<file path="src/rtl/regs_sp_seq.sv">
// -----------------------------------------------------------------------------
// regs_sp_seq
//
// Stack-pointer sequencer. While idle it forwards decode's A-port and write-port
// controls straight to the register file. When the control unit requests a
// push or pop, it takes over those ports for a short read-modify-write of the
// 32-bit stack pointer, which is kept in two 16-bit registers: sp_low at
// SP_LO_IDX and sp_high at SP_HI_IDX. It then returns the memory address for
// the access.
//
//   push: SP is pre-decremented by op_step; addr = new SP
//   pop : SP is post-incremented by op_step; addr = old SP
//
// sp_high is rewritten only when the low half carries or borrows.
//
// Ports
//   cpu_clk, cpu_rst_n      clock; asynchronous active-low reset
//   op_valid/op_ready       request handshake (ready only while idle)
//   op_push, op_step        operation type and unsigned byte count
//   done, addr              one-cycle completion pulse; address held until next done
//   stall                   high while an operation is in flight (freezes decode)
//   dec_*                   decode-stage A-port / write-port controls
//   rf_*                    controls driven to the register file
//   rf_a_in                 register file A-port read data (combinational)
// -----------------------------------------------------------------------------
module regs_sp_seq #(
    parameter int unsigned STEP_W    = 4,
    parameter logic [3:0]  SP_LO_IDX = 4'hE,
    parameter logic [3:0]  SP_HI_IDX = 4'hF
) (
    input  logic              cpu_clk,
    input  logic              cpu_rst_n,

    input  logic              op_valid,
    output logic              op_ready,
    input  logic              op_push,
    input  logic [STEP_W-1:0] op_step,
    output logic              done,
    output logic [31:0]       addr,
    output logic              stall,

    input  logic              dec_src_a_en,
    input  logic [3:0]        dec_src_a,
    input  logic [3:0]        dec_src_w,
    input  logic [15:0]       dec_val,

    output logic              rf_src_a_en,
    output logic [3:0]        rf_src_a,
    output logic [3:0]        rf_src_w,
    output logic [15:0]       rf_val,
    input  logic [15:0]       rf_a_in
);

    typedef enum logic [2:0] {
        IDLE  = 3'd0,
        RD_LO = 3'd1,
        WR_LO = 3'd2,
        RD_HI = 3'd3,
        WR_HI = 3'd4,
        DONE  = 3'd5
    } state_t;

    state_t              state_reg;
    logic                push_reg;
    logic [STEP_W-1:0]   step_reg;
    logic [15:0]         old_lo_reg;
    logic [15:0]         new_lo_reg;
    logic [15:0]         old_hi_reg;
    logic                cy_reg;
    logic [31:0]         addr_reg;
    logic                done_reg;

    logic [16:0]         step_ext;
    logic [16:0]         lo_sum;
    logic [15:0]         hi_next;

    // The step is zero-extended to 17 bits. This makes bit 16 of the result
    // the borrow for a subtraction and the carry for an addition, so one
    // flag covers both directions.
    assign step_ext = {{(17 - STEP_W){1'b0}}, step_reg};
    assign lo_sum   = push_reg ? ({1'b0, old_lo_reg} - step_ext)
                               : ({1'b0, old_lo_reg} + step_ext);

    // The high half moves by exactly one, wrapping modulo 2^16. This makes
    // the full 32-bit SP wrap.
    assign hi_next  = push_reg ? (old_hi_reg - 16'd1) : (old_hi_reg + 16'd1);

    always_ff @(posedge cpu_clk or negedge cpu_rst_n) begin
        if (!cpu_rst_n) begin
            state_reg  <= IDLE;
            push_reg   <= 1'b0;
            step_reg   <= '0;
            old_lo_reg <= 16'h0000;
            new_lo_reg <= 16'h0000;
            old_hi_reg <= 16'h0000;
            cy_reg     <= 1'b0;
            addr_reg   <= 32'h0000_0000;
            done_reg   <= 1'b0;
        end else begin
            done_reg <= 1'b0;
            case (state_reg)
                IDLE: begin
                    if (op_valid) begin
                        push_reg  <= op_push;
                        step_reg  <= op_step;
                        state_reg <= RD_LO;
                    end
                end
                RD_LO: begin
                    old_lo_reg <= rf_a_in;
                    state_reg  <= WR_LO;
                end
                WR_LO: begin
                    new_lo_reg <= lo_sum[15:0];
                    cy_reg     <= lo_sum[16];
                    state_reg  <= RD_HI;
                end
                RD_HI: begin
                    old_hi_reg <= rf_a_in;
                    if (cy_reg) begin
                        state_reg <= WR_HI;
                    end else begin
                        // No carry or borrow, so the high half stays the
                        // same. The address can be formed from the live
                        // read data without a WR_HI cycle.
                        state_reg <= DONE;
                        done_reg  <= 1'b1;
                        addr_reg  <= {rf_a_in, (push_reg ? new_lo_reg : old_lo_reg)};
                    end
                end
                WR_HI: begin
                    state_reg <= DONE;
                    done_reg  <= 1'b1;
                    addr_reg  <= push_reg ? {hi_next, new_lo_reg}
                                          : {old_hi_reg, old_lo_reg};
                end
                DONE: begin
                    state_reg <= IDLE;
                end
                default: begin
                    state_reg <= IDLE;
                end
            endcase
        end
    end

    assign op_ready = (state_reg == IDLE);
    assign stall    = (state_reg != IDLE);
    assign done     = done_reg;
    assign addr     = addr_reg;

    // Register-file port mux. The register file writes whenever src_w is
    // non-zero, so every cycle that is not a write leaves src_w at 0.
    always_comb begin
        rf_src_a_en = 1'b0;
        rf_src_a    = 4'h0;
        rf_src_w    = 4'h0;
        rf_val      = 16'h0000;
        case (state_reg)
            IDLE: begin
                rf_src_a_en = dec_src_a_en;
                rf_src_a    = dec_src_a;
                rf_src_w    = dec_src_w;
                rf_val      = dec_val;
            end
            RD_LO: begin
                rf_src_a_en = 1'b1;
                rf_src_a    = SP_LO_IDX;
            end
            WR_LO: begin
                rf_src_w    = SP_LO_IDX;
                rf_val      = lo_sum[15:0];
            end
            RD_HI: begin
                rf_src_a_en = 1'b1;
                rf_src_a    = SP_HI_IDX;
            end
            WR_HI: begin
                rf_src_w    = SP_HI_IDX;
                rf_val      = hi_next;
            end
            default: begin
                rf_src_a_en = 1'b0;
            end
        endcase
        // While reset is asserted the state is already IDLE. Without this
        // gate, decode would still reach the register file, so no read
        // enable or write may leave the block during reset.
        if (!cpu_rst_n) begin
            rf_src_a_en = 1'b0;
            rf_src_a    = 4'h0;
            rf_src_w    = 4'h0;
            rf_val      = 16'h0000;
        end
    end

endmodule

</file>
<file path="config.mk">
export PLATFORM = sky130hd
export DESIGN_NAME = regs_sp_seq
export DESIGN_NICKNAME = d
export VERILOG_FILES = /design/src/rtl/regs_sp_seq.sv
export SDC_FILE = /design/constraint.sdc
export NUM_CORES = 1
export LEC_CHECK = 0
export ABC_CLOCK_PERIOD_IN_PS = 3400
export BUFFER_PORTS_ARGS = -buffer_cell sky130_fd_sc_hd__buf_2
export CORE_ASPECT_RATIO = 1.2
export CORE_UTILIZATION = 25
export DETAILED_ROUTE_END_ITERATION = 10
export HOLD_SLACK_MARGIN = 0.03
export PLACE_DENSITY = 0.41
export SLEW_MARGIN = 20
export SYNTH_ARGS = -nofsm -noshare
export SYNTH_HDL_FRONTEND = slang
export SYNTH_SLANG_ARGS = --single-unit
</file>
<file path="constraint.sdc">
create_clock -name cpu_clk -period 3.4 [get_ports cpu_clk]
set_input_delay 0.17 -clock cpu_clk [delete_from_list [all_inputs] [get_ports cpu_clk]]
set_output_delay 0.17 -clock cpu_clk [all_outputs]
set_load 0.01 [all_outputs]
</file>
=== Yosys cells after proc, flatten, opt, wreduce, memory -nomap -nowiden ===
Cells that the tools add are included.

* Mux-type cells: 19
* Reduce and logical (&&, ||, !) cells: 6
* Eq/ne operators: 6
* Add/subtract/negate cells: 4

{| class="wikitable"
|+ Operator list
! cell !! count
|-
| $mux 32 || 2
|-
| $pmux 32 s2 || 1
|-
| $mux 16 || 3
|-
| $pmux 16 s3 || 1
|-
| $pmux 4 s3 || 2
|-
| $add 16x4->17 || 1
|-
| $mux 17 || 1
|-
| $sub 16x4->17 || 1
|-
| $add 16x1->16 const B || 1
|-
| $sub 16x1->16 const B || 1
|-
| $pmux 3 s5 || 1
|-
| $mux 4 || 2
|-
| $eq 3x2->1 const B || 2
|-
| $ne 2x2->1 const B || 2
|-
| $pmux 1 s2 || 2
|-
| $reduce_and 2->1 || 2
|-
| $eq 3x1->1 const B || 1
|-
| $eq 3x3->1 const B || 1
|-
| $logic_not 3->1 || 1
|-
| $mux 1 || 3
|-
| $mux 3 || 1
|-
| $reduce_bool 3->1 || 1
|-
| $reduce_bool 2->1 || 1
|-
| $reduce_or 2->1 || 1
|}

* Input port bits: 49
* Logic and storage cells: 44
* Bits in registers: 90

=== Longest topological paths before layout ===
Gate-level depths: netlist of run 1.

* Depth after elaboration: 4
* Gate-level depth with buffers: 13
* Gate-level depth less buffers: 12

=== Least setup slack after synthesis of run 1 ===
Ideal clock, no wire load.

* Kind: flip-flop to output port
* Start point: reg push_reg
* End point: out rf_val[14]
* Path buffers: 2
* Data required time: 3.230 ns
* Data arrival time: 3.035 ns
* Path slack: 0.195 ns
* Cell stages (with the launch flop): 13
* Cells stage by stage: dfrtp_1 > clkbuf_1 > clkbuf_1 > nor2_1 > xnor2_1 > ha_1 > nor2b_1 > o211ai_1 > a31oi_2 > a41oi_1 > xnor2_1 > nand2_1 > a21oi_1

* Cells in the longest elaborated chain, start to end: 3

{| class="wikitable"
|+ Ends and longest elaborated chain
! item !! RTL line !! RTL
|-
| start: declaration || 64 || <nowiki>logic push_reg;</nowiki>
|-
| start signal: assignment || 104 || <nowiki>push_reg <= op_push;</nowiki>
|-
| $mux 16 / $mux 17 (equally long branches) || 86, 81 ||
|-
| $pmux 16 s3 (*) || 159 || <nowiki>case (state_reg)</nowiki>
|-
| $mux 16 (*) || 189 || <nowiki>if (!cpu_rst_n) begin</nowiki>
|-
| end: declaration || 50 || <nowiki>output logic [15:0] rf_val,</nowiki>
|}

Every way passes the cells marked *; elsewhere a longest branch is shown, timed or not.

=== Worst setup path after layout of run 1 ===
* Start point: reg push_reg
* End point: out rf_val[8]

Same word-level chain as after synthesis.

==> flow_summary.toml, run 1 <==
[global_route]
grt_max_degree = 52
grt_pass1_wl_um = 29700
antenna_found_initial = 0
first_global_vias = 5194
grt_overflow = 0
grt.total_usage_pct = 16.5

[floorplan]
placementRows = 60
die_area_um2 = 24000
ioPinCount = 109
initial_utilization_pct = 25.8
die_height_um = 170
core_um2 = 22700
dieWidth_um = 142

[route]
drcViolationCount = 0
drt_iter0_drc = 271
via_per_inst = 4.84
num_vias = 5094
drt-total-wl_um = 19200
firstDrtPassIters = 4
wl_per_cell_um = 18.2
ant_nets = 0

[run_status]
outcome = "completed"

[layout]
antenna_cells = 0
ff_latch_area_um2 = 2250
fin_area_um2 = 7090
nFillCells = 2449
multiInputGateArea_um2 = 3440
largest_reg_flops = 32
drive_above_1_share_pct = 27.3
area_delta_synth_final_pct = 21.2
nets = 823

[timing]
layout_min_cycle_time_ps = 3230
rsz0062_at_grt = "true"
fmax_mhz = 309
maxSlewViolCount = 0
hold_viol = 0
worst_slew_pin_slew_ps = 970
relSlewSlack_pct = 35.3
post-route-period-util_pct = 95.1
setup_viol = 0
skew_ps = 6.88

[run]
drv_cap = 0

[critical_path]
start_kind = "flip-flop"
crit_type = "flip-flop to output port"
critPathMaxFanout = 33
end_kind = "output port"
cp.required_ps = 3230
arrival_ps = 3060

[synthesis]
syn_inst = 635
synth_area_leaders = "dfrtp_1 38%, ha_1 7.1%, mux2_2 6.2%"
ys.warnings.count = 0
synth_enable_flop_cells = 0
yosysSeqAreaShare_pct = 38.5
synthesis.area_um2 = 5850
synth_cell_types = 64
synth_top_area_share_pct = 38.5
synth_commonest_cells = "93 x nand2_1, 90 x dfrtp_1, 58 x a21oi_1"
avgSynthCellArea_um2 = 9.22
yosys_most_used_dff = "dfrtp_1"
ys_ff_latch = 90
syn_nets = 719
yosys.cell_count.top_type = "nand2_1"
synth-async-reset-ratio_pct = 100
yosysTopAreaCell = "dfrtp_1"

[clock_tree]
cts_tree = "built"
clock_latency_ps = 350
htree_levels = 3
clock-root-buffer = "clkbuf_16"
path_clk_slew_ps = 70
clk_path_buf_depth = 2
cts_sinks = 90
cts_inserted_buffers = 9

[place]
post-dp-hpwl_um = 15000
port_buffers = 108
placed_cell_area_um2 = 6750
place_congestion = 0.908

[worst_hold_path]
worst_hold_path_type = "primary input to flip-flop"
[worst paths after layout]
path	startpoint	endpoint	slack (ps)	depth (start not counted)
min	op_push	push_reg	40	3
max reg2reg	step_reg[0]	cy_reg	630	11
min reg2reg	new_lo_reg[11]	new_lo_reg[11]	470	2
min in group asynchronous	cpu_rst_n	new_lo_reg[1]	470	3
max	push_reg	rf_val[8]	170	10
max in group asynchronous	cpu_rst_n	push_reg	2390	3
[per-layer routing]
metal | wire [um] | part of all wire, % | track usage, %
met1 | 8730 | 45 | 21.2
met5 | 0 | 0 | 0
met2 | 9500 | 49 | 28.2
met4 | 411 | 2.1 | 5.84
met3 | 562 | 2.9 | 2.31
[cell type report]
class,count,share of cell area [%]
clock buffers,12,3.47
clock inverters,3,0.247
inverters,14,0.741
multi-input cells,498,48.4
flip-flops and latches,90,31.8
well taps,310,5.47
repair buffers,126,9.86
[critical path, cell delays in order, from the launching register on]
cell and delay, ps:
dfrtp_2 460, buf_12 190, fa_1 470, a21oi_1 210, o22ai_1 140, o21a_1 270
a21boi_0 250, xnor2_1 240, nand2_1 160, a31oi_1 160, buf_2 160
[placed cells by master (no fill, tap or decap), drive strengths merged, types with 14 or more instances in the layout]
master and instances:
a21oi 63, nand2 93, buf 124, ha 33, nor3 14, mux2i 24, nor2 47, dfrtp 90
inv 14, mux2 32, o21ai 40, xnor2 18, a31oi 16
[kinds of logic after synthesis]
logic type               synth area share (%)
AND/OR/NAND/NOR                          15.2
AO/OA/AOI/OAI                            20.0
flip-flops                               38.5
multiplexers                             10.3
buffers and inverters                    3.78
adder cells (fa/ha/maj)                  7.74
XOR/XNOR                                 4.49
[metrics by stage]
| stage | worst slack (ps) | utilization, % | std cells | TNS [ps] | hold WS (ps) |
|---|---|---|---|---|---|
| 4_1_cts | 15.8 | 31.1 | 1052 | 0 | 36.3 |
| 6_report | 167 | 31.3 | 1053 | 0 | 41.5 |
| 2_1_floorplan | 195 | - | 635 | 0 | -126 |
| 3_3_place_gp | 427 | 29.8 | 1035 | 0 | 317 |
| 5_1_grt | -21.7 | 31.3 | 1053 | -34.3 | 53.2 |
| 3_5_place_dp | 349 | 29.8 | 1035 | 0 | 321 |
[repair_timing]
| item | in CTS | in global routing |
|---|---|---|
| hold buffers | 2 | 0 |
| pin swaps | 1 | 1 |
| setup buffers | 0 | 1 |
| endpoints found under the setup margin | 2 | 6 |
| hold endpoints to repair | 91 | 0 |
| resized for setup | 3 | 9 |
Power of run 1 is not shown: default switching activity piles up to over one toggle a cycle in this logic, so the estimate is an artifact.
==> run 2: changes to the inputs <==
GPL_TIMING_DRIVEN = 0   (was default)
PLACE_DENSITY = 0.53   (was 0.41)
==> flow_summary.toml, run 2 (synthesis results as in run 1) <==
[run_status]
outcome = "completed"

[floorplan]
die_area_um2 = 24000
dieWidth_um = 142
die_height_um = 170
placementRows = 60
ioPinCount = 109
initial_utilization_pct = 25.8
core_um2 = 22700

[critical_path]
path_cells = "clkbuf_16, clkbuf_16, nor2_4, xnor2_2, ha_1, nor2b_4, o211ai_1, buf_4, a31oi_4, a41oi_2, xnor2_1, nand2_1, a21oi_2, buf_2"
start_kind = "flip-flop"
critPathMaxFanout = 5
arrival_ps = 3190
slowest_delay_ps = 520
worst_path_most_repeated_cell = "clkbuf_16"
end_kind = "output port"
crit_slowest_cell = "dfrtp_4"
crit_type = "flip-flop to output port"
cp.required_ps = 3230

[timing]
fmax_mhz = 298
post-route-period-util_pct = 98.7
hold_viol = 0
relSlewSlack_pct = 43.3
rsz0062_at_grt = "true"
maxSlewViolCount = 0
worst_slew_pin_slew_ps = 850
skew_ps = 9.90
final.setup.tns_ps = 0
layout_min_cycle_time_ps = 3360
setup_viol = 0

[clock_tree]
path_clk_slew_ps = 70
cts_tree = "built"
clk_path_buf_depth = 2
htree_levels = 3
clock_latency_ps = 350
cts_sinks = 90
clock-root-buffer = "clkbuf_16"
cts_inserted_buffers = 9

[global_route]
antenna_found_initial = 0
grt.total_usage_pct = 16.9
grt_max_degree = 51
first_global_vias = 5323
grt_pass1_wl_um = 30200
grt_overflow = 0

[route]
num_vias = 5270
ant_nets = 0
drt_iter0_drc = 392
via_per_inst = 4.88
firstDrtPassIters = 5
wl_per_cell_um = 18.3
drcViolationCount = 0
drt-total-wl_um = 19800

[layout]
final_common_cell = "buf_2"
final_cell_mix = "122 x buf_2, 92 x nand2_1, 89 x dfrtp_1"
area_delta_synth_final_pct = 26.3
largest_reg_flops = 32
nets = 849
nFillCells = 2435
antenna_cells = 0
drive_above_1_share_pct = 30.1

[place]
place_congestion = 0.883
post-dp-hpwl_um = 15400
port_buffers = 108

[run]
drv_cap = 0

[worst_hold_path]
worst_hold_path_type = "primary input to flip-flop"
==> run 2: layer usage <==
metal	global-route usage [%]	vias to the layer above	part of all wire [%]
met5	0	-	0
met4	7.99	0	3.6
li1	-	2531	-
met1	19.4	2575	41
met2	30.3	122	52
met3	2.68	42	3.7
==> run 2: through the flow <==
stage | std cells | hold WS, ps | setup WS (ps) | util [%] | instance area [um^2]
2_1_floorplan | 635 | -126 | 195 | - | 5850
3_3_place_gp | 1053 | 376 | -1090 | 29.9 | 6780
3_5_place_dp | 1054 | 132 | -1100 | 30.1 | 6810
4_1_cts | 1078 | 31.3 | 2.66 | 32.3 | 7320
5_1_grt | 1080 | 41.6 | -60.8 | 32.6 | 7390
6_report | 1080 | 33.8 | 44.9 | 32.6 | 7390
==> run 2: cell type report <==
| class | count | area [um^2] | share of cell area, % |
|---|---|---|---|
| multi-input combinational | 498 | 3510 | 47.5 |
| sequential | 90 | 2260 | 30.5 |
| timing repair buffer | 121 | 672 | 9.09 |
| tap | 310 | 388 | 5.25 |
| clock buffer | 12 | 256 | 3.47 |
| buffer | 31 | 204 | 2.76 |
| inverter | 14 | 56.3 | 0.762 |
| clock inverter | 4 | 48.8 | 0.660 |
==> run 2: path summary, 6_finish.rpt <==
kind / from / to / slack (ps) / cells past startpoint
worst min-delay path: op_step[0] / step_reg[0] / 30 / 3
min in group asynchronous: cpu_rst_n / addr[0] / 310 / 2
worst min register to register: new_lo_reg[9] / new_lo_reg[9] / 480 / 2
worst max-delay path: push_reg / rf_val[14] / 40 / 14
max in group asynchronous: cpu_rst_n / push_reg / 2470 / 3
worst max register to register: push_reg / cy_reg / 670 / 13
==> run 2: worst max-delay path, delay by kind of cell, from the launching register on <==
family | cells | cell delay, ps
XOR/XNOR | 2 | 240
AO/OA/AOI/OAI | 4 | 670
buffers and inverters | 4 | 650
flip-flops | 1 | 520
AND/OR/NAND/NOR | 3 | 410
adder cells (fa/ha/maj) | 1 | 340
==> run 2: timing repair <==
action / CTS / global route
cloned: 0 / 0
hold endpoints to repair: 45 / 0
hold buffers: 3 / 0
buffers inserted: 6 / 3
setup endpoints to repair: 29 / 10
resized for setup: 31 / 11
pin swaps: 8 / 9
Power of run 2 is left out for the same reason.
